==> src/rtl/secure_regfile.sv <==
// secure_regfile: thread-tagged register file with per-entry owner and sticky write lock.
// Denied accesses return an error, bump a saturating counter and raise a sticky interrupt.
`default_nettype none

module secure_regfile #(
   parameter int DATA_WIDTH = 32,
   parameter int NUM_REGS   = 8,
   parameter int TID_WIDTH  = 4,
   parameter int CNT_WIDTH  = 8
) (
   input  logic                        clk,
   input  logic                        rst_n,
   input  logic                        req_valid,
   output logic                        req_ready,
   input  logic                        req_we,
   input  logic                        req_cfg,
   input  logic [$clog2(NUM_REGS)-1:0] req_addr,
   input  logic [DATA_WIDTH-1:0]       req_wdata,
   input  logic [TID_WIDTH-1:0]        req_tid,
   output logic                        rsp_valid,
   input  logic                        rsp_ready,
   output logic [DATA_WIDTH-1:0]       rsp_rdata,
   output logic                        rsp_err,
   output logic [CNT_WIDTH-1:0]        viol_count,
   output logic                        viol_irq,
   input  logic                        irq_clr
);

   typedef enum logic [0:0] {IDLE = 1'b0, RESP = 1'b1} state_t;

   state_t                 state;
   logic [DATA_WIDTH-1:0]  data_q  [NUM_REGS];
   logic [TID_WIDTH-1:0]   owner_q [NUM_REGS];
   logic [NUM_REGS-1:0]    lock_q;

   logic                   is_root;
   logic                   is_owner;
   logic                   allowed;
   logic                   accept;
   logic                   violation;
   logic [DATA_WIDTH-1:0]  read_val;

   always_comb begin
      is_root  = (req_tid == '0);
      is_owner = (req_tid == owner_q[req_addr]);
      read_val = '0;
      if (req_cfg) begin
         // Config space is root-only; a locked entry can no longer be reprogrammed.
         allowed = is_root && !(req_we && lock_q[req_addr]);
         read_val[TID_WIDTH:0] = {lock_q[req_addr], owner_q[req_addr]};
      end else begin
         allowed  = req_we ? (!lock_q[req_addr] && (is_root || is_owner))
                           : (is_root || is_owner);
         read_val = data_q[req_addr];
      end
      accept    = (state == IDLE) && req_valid;
      violation = accept && !allowed;
   end

   always_ff @(posedge clk or negedge rst_n) begin
      if (!rst_n) begin
         state      <= IDLE;
         req_ready  <= 1'b1;
         rsp_valid  <= 1'b0;
         rsp_rdata  <= '0;
         rsp_err    <= 1'b0;
         viol_count <= '0;
         viol_irq   <= 1'b0;
         lock_q     <= '0;
         for (int i = 0; i < NUM_REGS; i++) begin
            data_q[i]  <= '0;
            owner_q[i] <= '0;
         end
      end else begin
         case (state)
            IDLE: begin
               if (req_valid) begin
                  state     <= RESP;
                  req_ready <= 1'b0;
                  rsp_valid <= 1'b1;
                  rsp_err   <= !allowed;
                  rsp_rdata <= (allowed && !req_we) ? read_val : '0;
                  if (allowed && req_we) begin
                     if (req_cfg) begin
                        owner_q[req_addr] <= req_wdata[TID_WIDTH-1:0];
                        lock_q[req_addr]  <= lock_q[req_addr] | req_wdata[TID_WIDTH];
                     end else begin
                        data_q[req_addr] <= req_wdata;
                     end
                  end
               end
            end
            RESP: begin
               if (rsp_ready) begin
                  state     <= IDLE;
                  req_ready <= 1'b1;
                  rsp_valid <= 1'b0;
               end
            end
            default: begin
               state     <= IDLE;
               req_ready <= 1'b1;
               rsp_valid <= 1'b0;
            end
         endcase

         if (violation && (viol_count != '1))
            viol_count <= viol_count + CNT_WIDTH'(1);

         // A new violation outranks a simultaneous clear request.
         if (violation)
            viol_irq <= 1'b1;
         else if (irq_clr)
            viol_irq <= 1'b0;
      end
   end

endmodule

`default_nettype wire

==> config.mk <==
export PLATFORM = sky130hd
export DESIGN_NAME = secure_regfile
export DESIGN_NICKNAME = d
export VERILOG_FILES = /design/src/rtl/secure_regfile.sv
export SDC_FILE = /design/constraint.sdc
export NUM_CORES = 1
export LEC_CHECK = 0
export ABC_AREA = 1
export CAP_MARGIN = 20
export CORE_UTILIZATION = 50
export CTS_CLUSTER_SIZE = 40
export DETAILED_ROUTE_END_ITERATION = 6
export HOLD_SLACK_MARGIN = 0.02
export PLACE_DENSITY = 0.71
export RECOVER_POWER = 25
export SLEW_MARGIN = 10
export SYNTH_ARGS = -nofsm -noshare
export SYNTH_HDL_FRONTEND = slang
export SYNTH_SLANG_ARGS = --single-unit
==> constraint.sdc <==
create_clock -name clk -period 1.8 [get_ports clk]
set_input_delay 0.45 -clock clk [delete_from_list [all_inputs] [get_ports clk]]
set_output_delay 0.45 -clock clk [all_outputs]
set_load 0.05 [all_outputs]
==> results of run 1 <==
==> worst max-delay path, stage by stage, from the launching register on <==
cell       delay [ns]
dfrtp_1          0.37
inv_2            0.06
nand2_1          0.07
nand3_2          0.08
nand2_2          0.06
o21bai_1         0.13
nand2_1          0.06
nor2_1           0.10
nand3_1          0.09
nand2_2          0.12
nand3_4          0.08
nor2_4           0.13
buf_12           0.15
buf_16           0.17
clkbuf_16        0.18
nand3_1          0.08
nand2_1          0.09
==> final timing paths <==
check,startpoint,end,cells past startpoint
max,owner_q[3],data_q[133],16
min,rsp_rdata[28],rsp_rdata[28],2
max reg2reg,owner_q[3],data_q[133],16
min reg2reg,rsp_rdata[28],rsp_rdata[28],2
max in group asynchronous,rst_n,rsp_rdata[25],3
min in group asynchronous,rst_n,owner_q[4],2
==> layout make-up <==
cell class,count,share of cell area (%)
Multi-Input combinational cell,1312,33.6
Tap cell,455,2.56
Clock inverter,9,0.237
Timing Repair Buffer,294,14.3
Sequential cell,341,38.5
Clock buffer,59,5.28
Inverter,324,5.52
==> what timing repair did <==
item / 4_1_cts / 5_1_grt
endpoints found under the hold margin: 18 / 0
setup endpoints to repair: 338 / 338
buffers inserted: 12 / 1
resized for setup: 72 / 63
pin swaps: 36 / 83
hold buffers: 1 / 0
gates cloned: 3 / 20
==> layer usage <==
metal | global-route usage [%] | vias up | wire [µm]
met5 | 0 | - | 0
met4 | 9.03 | 0 | 1510
met3 | 4.17 | 121 | 4310
met2 | 47.4 | 703 | 25800
met1 | 41.6 | 7956 | 23200
li1 | - | 7360 | -
==> power groups by stage <==
stage | sequential (mW) | combinational [mW] | clock (mW)
CTS | 8.21 | 2.60 | 7.81
detailed placement | 8.34 | 2.50 | 0
floorplan | 8.60 | 1.16 | 0
global placement | 8.32 | 2.46 | 0
finish | 8.21 | 2.66 | 7.73
global route | 8.24 | 2.88 | 8.12
==> logic make-up after synthesis <==
| group | after synthesis | share of synthesized area (%) |
|---|---|---|
| AOI/OAI and AO/OA | 454 | 18.5 |
| xor gates and xnor gates | 7 | 0.347 |
| adders and majority gates | 1 | 0.0708 |
| buffers and inverters | 522 | 12.0 |
| DFF | 341 | 48.3 |
| and+or+nand+nor | 849 | 20.7 |
==> sequential cells by signal, indices dropped and copies added, names as in the netlist, 8 cells and up <==
register    count
lock_q          8
owner_q        32
viol_count      8
data_q        256
rsp_rdata      32
==> placed cells by master, fill, tap and decap left out, types with 9 or more instances in the layout <==
cell type          n
o2111ai_1         18
clkbuf_16         53
o21bai_1         288
a21oi_1           32
inv_2             13
a221oi_1          15
a22oi_1           21
nand2_2           14
clkdlybuf4s50_1   41
nand3_1          309
buf_4            165
clkbuf_1           9
clkbuf_8          12
nor2_1            16
buf_6             23
dfrtp_1          340
inv_1            306
nand3_2           41
buf_12            31
nand2_1          439
o22ai_1           56
==> metrics by stage <==
step	hold WS, ns	cells	power, mW
floorplan	0.154	2174	9.76
finish	0.478	2794	18.6
detailed placement	0.337	2690	10.8
global placement	0.339	2690	10.8
CTS	0.380	2774	18.6
global route	0.504	2794	19.2
==> results.sh, run 1 <==
export IMPL_io_pin_count=90
export IMPL_peakVddDrop_mv=0.744
export IMPL_vias=16100
export IMPL_regToRegSetupSlack_ns=-0.31
export IMPL_synth_seq_cells=341
export IMPL_cts_tree="done"
export IMPL_antenna_found_initial=0
export IMPL_async_flop_share_pct=100
export IMPL_start_util_pct=51.0
export IMPL_rsz0062_at_grt="true"
export IMPL_htree_levels=2
export IMPL_multi_input_area_mm2=0.00746
export IMPL_min_period_over_period_pct=117
export IMPL_fin_ws_ns=-0.309
export IMPL_nets=2359
export IMPL_failed_checks="setup timing"
export IMPL_clk_latency_ns=0.54
export IMPL_endpoint_kind="flop"
export IMPL_root_buffer="clkbuf_16"
export IMPL_drt_iter0_drc=1461
export IMPL_fmax_mhz=474
export IMPL_remaining_drc_errors=0
export IMPL_drt_total_wl_um=54800
export IMPL_clkPwrFrac_pct=41.6
export IMPL_grt_max_degree=77
export IMPL_avgRoutedWirePerCell_um=19.6
export IMPL_setup_viol=337
export IMPL_final_cell_area_mm2=0.0222
export IMPL_relSlewSlack_pct=37.7
export IMPL_first_pass_iters=5
export IMPL_syn_to_final_growth_pct=25.6
export IMPL_synth_edf_count=0
export IMPL_die_width_um=190
export IMPL_tns_ns=-76.24
export IMPL_grt_pass1_vias=15400
export IMPL_synthesis_area_mm2=0.0177
export IMPL_max_cap_violations=0
export IMPL_dp_hpwl_um=31600
export IMPL_hold_class="reg2reg"
export IMPL_critPathRequiredTime_ns=2.28
export IMPL_vias_per_cell=5.78
export IMPL_finClkSkew_ns=0.0152
export IMPL_hold_violations=0
export IMPL_leakage_nw=10.3
export IMPL_yosys_area_top_type_share_pct=48.1
export IMPL_grt_pass1_wl_um=84800
export IMPL_antenna_left=0
export IMPL_clkTransAtPathRegs_ns=0.06
export IMPL_nFillCells=2827
export IMPL_power_frac_seq_pct=44.2
export IMPL_syn_inst=2174
export IMPL_period_needed_ns=2.11
export IMPL_routabilityCongestion=0.886
export IMPL_outcome="finished, violations left"
export IMPL_numPortBuffers=89
export IMPL_fp_row_count=68
export IMPL_die_y_um=190
export IMPL_powerDensity_mw_per_mm2=838
export IMPL_path_class="reg2reg"
export IMPL_cts_buffer_depth=3
export IMPL_switchingPower_mw=5.14
export IMPL_cts_sinks=341
export IMPL_post_place_ws_ns=-1.20
export IMPL_worstSetupStartpointType="flop"
export IMPL_combPwrFrac_pct=14.3
export IMPL_synth_nets=2221
export IMPL_drive_above_1_share_pct=17.7
export IMPL_numCtsBuffers=39
export IMPL_synth_ff_type="dfrtp_1"
export IMPL_yosysTopAreaCell="dfrtp_1"
export IMPL_worst_slew_pin_slew_ns=0.934
export IMPL_swShare_pct=27.6
export IMPL_coreArea_mm2=0.0346
export IMPL_synth_seq_area_share_pct=48.3
export IMPL_n_antenna_cell=0
export IMPL_grt_ovfl_total=0
export IMPL_slew_viol_final=0
export IMPL_synth_cell_type_count=31
export IMPL_yosysMostFrequentCell="nand2_1"
export IMPL_internal_power_mw=13.5
export IMPL_synth_commonest_cells="nand2_1, nand3_1, dfrtp_1, inv_1, o21bai_1"
export IMPL_final_core_util_pct=64.1
export IMPL_regArea_mm2=0.00853
export IMPL_grt_total_usage_pct=29.6
export IMPL_place_area_mm2=0.0200
export IMPL_yosys_top_cells_area="dfrtp_1, o21bai_1, nand3_1"
export IMPL_avgSynthCellArea_um2=8.13
export IMPL_worstPathArrival_ns=2.59
export IMPL_ys_warnings_count=0
export IMPL_worstPathMaxFanout=9
export IMPL_die_area_mm2=0.0361
(Power assumes the default switching activity.)
==> run 2, diff against run 1 <==
- REMOVE_ABC_BUFFERS: unset -> 1
==> run 2 against run 1 <==
Effect of this change:
- the flow still finishes with violations (setup timing)
- core utilization is 1.8 points higher
- flip-flop and latch count unchanged
- maximum frequency is 7.5% lower
- first-iteration DRC count up 14%
- critical endpoint is now data_q[40]
- largest power group unchanged
==> results.sh, run 2 (same netlist as run 1, synthesis figures left out) <==
export IMPL_grt_ovfl_total=0
export IMPL_antenna_found_initial=0
export IMPL_routabilityCongestion=0.914
export IMPL_relSlewSlack_pct=13.4
export IMPL_min_period_over_period_pct=127
export IMPL_n_antenna_cell=0
export IMPL_final_core_util_pct=65.9
export IMPL_hold_class="in2reg"
export IMPL_largest_reg_flops=256
export IMPL_worst_path_largest_cell_delay_ns=0.37
export IMPL_dp_hpwl_um=31600
export IMPL_cts_buffer_depth=3
export IMPL_fin_cells=2829
export IMPL_path_cells="inv_2 > nand2_1 > nand3_1 > nand2_1 > o21bai_1 > nand2_1 > nor2_1 > nand3_1 > nand2_2 > nand4_1 > buf_6 > clkbuf_16 > clkbuf_16 > o21bai_1 > nand2_1"
export IMPL_setup_viol=336
export IMPL_cts_sinks=341
export IMPL_die_area_mm2=0.0361
export IMPL_powerDensity_mw_per_mm2=819
export IMPL_peakVddDrop_mv=0.699
export IMPL_nets=2393
export IMPL_critPathBufInv=4
export IMPL_numCtsBuffers=38
export IMPL_coreArea_mm2=0.0346
export IMPL_worst_slew_pin_slew_ns=1.30
export IMPL_tns_ns=-93.16
export IMPL_die_width_um=190
export IMPL_critPathRequiredTime_ns=2.19
export IMPL_failed_checks="setup timing"
export IMPL_post_place_ws_ns=-1.20
export IMPL_dp_cells=2702
export IMPL_drt_total_wl_um=57600
export IMPL_critPathTopFamily="simple AND/OR/NAND/NOR gates"
export IMPL_crit_path_frequent_cell="nand2_1"
export IMPL_leakage_nw=10.7
export IMPL_fin_ws_ns=-0.480
export IMPL_hold_violations=0
export IMPL_first_pass_iters=7
export IMPL_max_cap_violations=0
export IMPL_io_pin_count=90
export IMPL_worstPathMaxFanout=8
export IMPL_remaining_drc_errors=0
export IMPL_htree_levels=2
export IMPL_clk_latency_ns=0.53
export IMPL_vias_per_cell=5.82
export IMPL_vias=16500
export IMPL_numPortBuffers=89
export IMPL_endpoint_kind="flop"
export IMPL_grt_total_usage_pct=28.5
export IMPL_syn_to_final_growth_pct=29.2
export IMPL_avgRoutedWirePerCell_um=20.4
export IMPL_final_cell_mix="nand2_1, dfrtp_1, nand3_1, inv_1, o21bai_1"
export IMPL_clkTransAtPathRegs_ns=0.06
export IMPL_grt_pass1_vias=15200
export IMPL_outcome="finished, violations left"
export IMPL_drive_above_1_share_pct=17.9
export IMPL_worstSetupStartpointType="flop"
export IMPL_cts_tree="done"
export IMPL_fmax_mhz=439
export IMPL_critPathSlowestCell="dfrtp_1"
export IMPL_slew_viol_final=0
export IMPL_path_class="reg2reg"
export IMPL_die_y_um=190
export IMPL_grt_pass1_wl_um=81800
export IMPL_finClkSkew_ns=0.0210
export IMPL_root_buffer="clkbuf_16"
export IMPL_rsz0062_at_grt="true"
export IMPL_regMostFlops="data_q"
export IMPL_period_needed_ns=2.28
export IMPL_antenna_left=0
export IMPL_grt_max_degree=62
export IMPL_start_util_pct=51.0
export IMPL_worstPathArrival_ns=2.67
export IMPL_largestRegisters="data_q x256, owner_q x32, rsp_rdata x32"
export IMPL_final_common_cell="nand2_1"
export IMPL_drt_iter0_drc=1661
export IMPL_fp_row_count=68
export IMPL_timing_hold_ws_ns=0.455
-- run 2: worst paths after layout --
kind / start / endpoint / slack [ns] / cells past startpoint
setup / recovery: owner_q[23] / data_q[40] / -0.48 / 15
hold / removal: rsp_ready / req_ready / 0.45 / 3
setup reg to reg: owner_q[23] / data_q[40] / -0.48 / 15
hold reg to reg: lock_q[1] / lock_q[1] / 0.46 / 2
max in group asynchronous: rst_n / data_q[186] / 0.05 / 3
min in group asynchronous: rst_n / rsp_err / 0.73 / 2
-- run 2: area by class of cell --
class | count | area (µm²)
repair inverters | 1 | 7.51
fillers | 2662 | 11800
clock buffers | 59 | 1180
clock inverters | 9 | 70.1
well taps | 455 | 569
multi-input cells | 1311 | 7360
flip-flops and latches | 341 | 8530
repair buffers | 329 | 3890
inverters | 324 | 1220
-- run 2: metrics by stage --
stage               total power, mW  cell area (µm²)
floorplan                      9.59            16800
global placement               10.8            19900
detailed placement             10.8            19900
CTS                            18.6            21300
global route                   19.3            22800
finish                         18.7            22800
-- run 2: per-layer routing --
metal | global-route usage, % | vias up | wire (µm)
li1 | - | 7434 | -
met1 | 40.0 | 8038 | 23500
met2 | 46.6 | 828 | 27100
met3 | 3.32 | 156 | 4850
met4 | 8.10 | 0 | 2140
met5 | 0 | - | 0
-- run 2: worst register-to-register path, cell delays in order (launching register included) --
cell and delay, ns:
dfrtp_1 0.37, inv_2 0.06, nand2_1 0.05, nand3_1 0.08, nand2_1 0.08, o21bai_1 0.14, nand2_1 0.06, nor2_1 0.10
nand3_1 0.08, nand2_2 0.12, nand4_1 0.11, buf_6 0.19, clkbuf_16 0.21, clkbuf_16 0.17, o21bai_1 0.21, nand2_1 0.11
-- run 2: where the power goes --
part	internal, mW	leakage [nW]	switching (mW)
clock	4.66	0.626	3.17
combinational	0.970	6.84	1.68
sequential	8.02	3.24	0.190
-- run 2: timing repair --
item,4_1_cts,5_1_grt
endpoints found under the setup margin,338,338
pin swaps,11,68
hold buffers,1,0
endpoints found under the hold margin,32,0
buffers inserted,2,6
gates cloned,2,49
resized for setup,27,107
==> run 3, diff against run 2 <==
- CTS_CLUSTER_SIZE: 40 -> unset
==> results of run 3 <==
Final layout, timing and power as in run 2 (identical DEF).
